## src/rtl/alu_arb_pkg.sv

```systemverilog
// Shared definitions for the two-requester ALU arbiter: default widths,
// FSM state encoding and requester index constants.
package alu_arb_pkg;

    localparam int DW_DEF  = 4;
    localparam int OPW_DEF = 3;

    localparam logic REQ0 = 1'b0;
    localparam logic REQ1 = 1'b1;

    typedef enum logic [1:0] {
        IDLE = 2'd0,
        EXEC = 2'd1,
        RESP = 2'd2
    } state_t;

endpackage : alu_arb_pkg

```

## src/rtl/alu_arb_rr.sv

```systemverilog
// Two-way round-robin grant: a lone valid requester wins, contention goes to
// the requester that was not granted last.
module alu_arb_rr
    import alu_arb_pkg::*;
(
    input  logic [1:0] req_valid,
    input  logic       last_grant,
    output logic       gnt,
    output logic       any_valid
);

    always_comb begin
        any_valid = |req_valid;
        if (&req_valid) begin
            gnt = ~last_grant;
        end else if (req_valid[REQ1]) begin
            gnt = REQ1;
        end else begin
            gnt = REQ0;
        end
    end

endmodule : alu_arb_rr

```

## src/rtl/alu_arbiter.sv

```systemverilog
// Arbitrates two requesters onto one external combinational ALU, one
// transaction in flight. Optional grant counters under ALU_ARB_STATS_EN.
module alu_arbiter
    import alu_arb_pkg::*;
#(
    parameter int DW  = DW_DEF,
    parameter int OPW = OPW_DEF
) (
    input  logic                  clk,
    input  logic                  rst,
    input  logic [1:0]            req_valid,
    output logic [1:0]            req_ready,
    input  logic [1:0][DW-1:0]    req_a,
    input  logic [1:0][DW-1:0]    req_b,
    input  logic [1:0][OPW-1:0]   req_op,
    output logic [1:0]            rsp_valid,
    input  logic [1:0]            rsp_ready,
    output logic [DW-1:0]         rsp_data,
    output logic                  rsp_zero,
    output logic [DW-1:0]         alu_a,
    output logic [DW-1:0]         alu_b,
    output logic [OPW-1:0]        alu_op,
    input  logic [DW-1:0]         alu_result,
    input  logic                  alu_zero
`ifdef ALU_ARB_STATS_EN
    ,
    output logic [7:0]            gnt_cnt0,
    output logic [7:0]            gnt_cnt1
`endif
);

    state_t         state_q, state_d;
    logic           gnt_q;
    logic           last_grant_q;
    logic [DW-1:0]  alu_a_q, alu_b_q;
    logic [OPW-1:0] alu_op_q;
    logic [1:0]     rsp_valid_q;
    logic [DW-1:0]  rsp_data_q;
    logic           rsp_zero_q;

    logic gnt;
    logic any_valid;
    logic handshake;
    logic rsp_accept;

    alu_arb_rr u_rr (
        .req_valid  (req_valid),
        .last_grant (last_grant_q),
        .gnt        (gnt),
        .any_valid  (any_valid)
    );

    assign handshake  = (state_q == IDLE) && any_valid;
    assign rsp_accept = (state_q == RESP) && rsp_ready[gnt_q];

    for (genvar gi = 0; gi < 2; gi++) begin : g_ready
        assign req_ready[gi] = handshake && (gnt == 1'(gi));
    end

    always_comb begin
        state_d = state_q;
        unique case (state_q)
            IDLE:    if (handshake) state_d = EXEC;
            EXEC:    state_d = RESP;
            RESP:    if (rsp_accept) state_d = IDLE;
            default: state_d = IDLE;
        endcase
    end

    always_ff @(posedge clk) begin
        if (rst) begin
            state_q      <= IDLE;
            gnt_q        <= REQ0;
            last_grant_q <= REQ1;
            alu_a_q      <= '0;
            alu_b_q      <= '0;
            alu_op_q     <= '0;
            rsp_valid_q  <= '0;
            rsp_data_q   <= '0;
            rsp_zero_q   <= 1'b0;
        end else begin
            state_q <= state_d;
            if (handshake) begin
                alu_a_q      <= req_a[gnt];
                alu_b_q      <= req_b[gnt];
                alu_op_q     <= req_op[gnt];
                gnt_q        <= gnt;
                last_grant_q <= gnt;
            end
            // The ALU settles during EXEC from the registered operands.
            if (state_q == EXEC) begin
                rsp_data_q         <= alu_result;
                rsp_zero_q         <= alu_zero;
                rsp_valid_q[gnt_q] <= 1'b1;
            end
            if (rsp_accept) begin
                rsp_valid_q <= '0;
            end
        end
    end

    assign alu_a     = alu_a_q;
    assign alu_b     = alu_b_q;
    assign alu_op    = alu_op_q;
    assign rsp_valid = rsp_valid_q;
    assign rsp_data  = rsp_data_q;
    assign rsp_zero  = rsp_zero_q;

`ifdef ALU_ARB_STATS_EN
    logic [1:0][7:0] gnt_cnt_q;

    for (genvar gi = 0; gi < 2; gi++) begin : g_stats
        always_ff @(posedge clk) begin
            if (rst) begin
                gnt_cnt_q[gi] <= '0;
            end else if (req_ready[gi] && gnt_cnt_q[gi] != 8'hFF) begin
                gnt_cnt_q[gi] <= gnt_cnt_q[gi] + 8'd1;
            end
        end
    end

    assign gnt_cnt0 = gnt_cnt_q[0];
    assign gnt_cnt1 = gnt_cnt_q[1];
`endif

endmodule : alu_arbiter

```

## config.mk

```make
export PLATFORM = sky130hd
export DESIGN_NAME = alu_arbiter
export DESIGN_NICKNAME = d
export VERILOG_FILES = /design/src/rtl/alu_arb_pkg.sv /design/src/rtl/alu_arb_rr.sv /design/src/rtl/alu_arbiter.sv
export SDC_FILE = /design/constraint.sdc
export NUM_CORES = 1
export LEC_CHECK = 0
export ABC_AREA = 1
export BUFFER_PORTS_ARGS = -buffer_cell sky130_fd_sc_hd__buf_2
export CORE_MARGIN = 2
export CORE_UTILIZATION = 43
export CTS_CLUSTER_DIAMETER = 80
export DETAILED_ROUTE_END_ITERATION = 12
export PLACE_DENSITY = 0.84
export SKIP_CTS_REPAIR_TIMING = 1
export SYNTH_ARGS = -nofsm -noshare
export SYNTH_HDL_FRONTEND = slang
export SYNTH_SLANG_ARGS = --single-unit
export TNS_END_PERCENT = 10
```

## constraint.sdc

```tcl
create_clock -name clk -period 1.35 [get_ports clk]
set_input_delay 0.135 -clock clk [delete_from_list [all_inputs] [get_ports clk]]
set_output_delay 0.135 -clock clk [all_outputs]
set_load 0.01 [all_outputs]
```

==> results.md <==
* Status: complete, no violations
* Final nets at 236
* Starting Density at 0.4535
* DRC Markers at 0
* Ys flop type: dfxtp_1
* Worst Clk Skew at 0.004292 ns
* CP max-delay cell: dfxtp_2
* Final worst slack at 0.06814 ns
* Register area share after synthesis at 0.4433
* FP Rows at 17
* Top cell type's share of synthesized area at 0.4433
* Worst Setup Start Kind: flop
* Die height at 52.07 um
* Worst slew pin tran at 0.2782 ns
* Tcrit/Tclk final at 0.9495
* Mapped cell area at 993.5 um2
* Placer congestion estimate at 0.7680
* Async S/R FF share, synth at 0
* Vias at 1,078
* Worst Hold Class: in2reg
* ANT nets after route at 0
* Cell Pwr Density at 1110 nW/um2
* Drt pass-1 iters at 4
* Post-synthesis net count at 175
* Most frequent cell after synthesis: nand2_1
* Setup CP Type: reg2out
* Critical Path End Type: output pin
* Largest net degree at the start of global routing at 15
* Initial drt markers at 20
* GR Util All Layers at 0.1904
* Post-synthesis cell type count at 17
* Final worst path period need at 1.282 ns
* CP max FO at 8
* Total grt overflow at 0
* Antenna cells at 0
* Post-detail-place hpwl at 1799 um
* Depth of the CTS H-tree at 1
* Synth Instances at 142
* Tot Pwr at 1.515 mW
* Worst endpoint data arrival time at 1.15 ns
* Hold Violations, Final at 0
* Max clock buf depth at 2
* Critical path required time at 1.22 ns
* Syn_area_per_cell at 6.996 um2
* CTS tree: yes
* Routed WL at 2374 um
* Pre-CTS setup slack at 0.2435 ns
* First-pass GRT wire length at 3974 um
* Leak at 0.7382 nW
* DR vias/cell at 4.687
* Register-to-register setup slack at 0.17 ns
* Commonest cells post-synth: nand2_1, dfxtp_1, nor2_1, a21oi_1, nand3_1
* Max Fclk at 780.1 MHz
* Worst slew margin at 0.8145
* Die area at 2711 um2
* VDD IR max at 0.0005428 V
* Placeable Area at 2191 um2
* Ports at 53
* Ys Warns at 0
* Layout cell share with drive strength beyond 1 at 0.3812
* Clock Root Buffer: clkbuf_4
* Clock transition at path regs at 0.12 ns
* Area Growth Syn to Fin at 37.41%
* Slew Viols, Final at 0
* Post-synth EDFFs at 0
* CTS sink count at 22
* Area leader, netlist: dfxtp_1
* WL/cell at 10.32 um
* Cells along the critical path: nor2_4 > o21ai_4 > nor2_2 > buf_2
* Inserted Clock Buffers at 3
* Clk Latency, worst-skew pair at 0.30 ns
* Antenna violations before repair at 0
* Max stage delay on crit path at 0.36 ns
* Final setup violation count at 0
* Largest cells by area after synthesis: dfxtp_1, nand2_1, a21oi_1
* Die Wd at 52.07 um
* Number of global-route vias before repair at 997
* I/O Buffers at 52
* Max-Cap Viols at 0
* Layout Utilization at 0.6231
* #FFs+latches synth at 22
* Setup TNS at 0 ns
critical path, delay by kind of cell (launching register included):
family	cells	cell delay, ns
buffers and inverters	1	0.14
AO/OA/AOI/OAI	1	0.11
flip-flops	1	0.36
AND/OR/NAND/NOR	2	0.24
cells by family (layout without fill, tap and decap cells):
family,count (synthesis),in the layout,share of synthesized area
simple gates,80,80,0.3249
buf+inv,17,77,0.09193
compound gates,23,23,0.1398
flops,22,22,0.4433
state kept, by name (all words and copies together), names as in the netlist:
name          flops
rsp_data          4
gnt_q             1
last_grant_q      1
state_q           2
alu_a             4
rsp_zero          1
alu_op            3
alu_b             4
rsp_valid         2
worst paths after layout:
path / from / to / cells past startpoint
worst min register to register: alu_a[2]$_SDFFE_PP0P_ / alu_a[2]$_SDFFE_PP0P_ / 2
worst min-delay path: alu_result[2] / rsp_data[2]$_SDFFE_PP0N_ / 3
worst max-delay path: state_q[0]$_SDFFE_PP0P_ / req_ready[0] / 4
worst max register to register: state_q[0]$_SDFFE_PP0P_ / alu_op[2]$_SDFFE_PP0P_ / 6
metal layers:
| metal | routed length, um | vias to the layer above | track usage |
|---|---|---|---|
| met2 | 1132 | 42 | 0.3270 |
| li1 | - | 568 | - |
| met1 | 1079 | 464 | 0.2420 |
| met3 | 138 | 4 | 0.02586 |
| met4 | 24 | 0 | 0.06579 |
| met5 | 0 | - | 0 |
where the power goes:
group	total (mW)	internal (mW)	switching (mW)
combinational	0.414	0.187	0.226
clock	0.351	0.165	0.187
sequential	0.750	0.713	0.0370
total	1.52	1.07	0.450
layout make-up:
class / instances / area, um2
Multi-Input combinational cell: 103 / 474.2
Inverter: 11 / 41.29
Fill cell: 221 / 825.8
Tap cell: 28 / 35.03
Clock buffer: 4 / 36.28
Sequential cell: 22 / 442.9
Timing Repair Buffer: 62 / 335.3
stage by stage:
stage / std cells / cell area (um2) / hold slack, ns
global route: 230 / 1365 / 0.09784
detailed placement: 219 / 1261 / 0.3945
finish: 230 / 1365 / 0.07403
floorplan: 142 / 993.5 / 0.2041
CTS: 223 / 1297 / 0.07580
global placement: 219 / 1261 / 0.3865
layout by cell type (no fill, tap or decap), types with 3 or more instances in the layout:
master     n
a21oi_1   12
buf_2     52
buf_4     10
clkbuf_4   3
dfxtp_1   20
inv_1      9
nand2_1   50
nand3_1   12
nor2_1    14
o21ai_0    6
No activity file was read; power rests on OpenSTA's default activity.
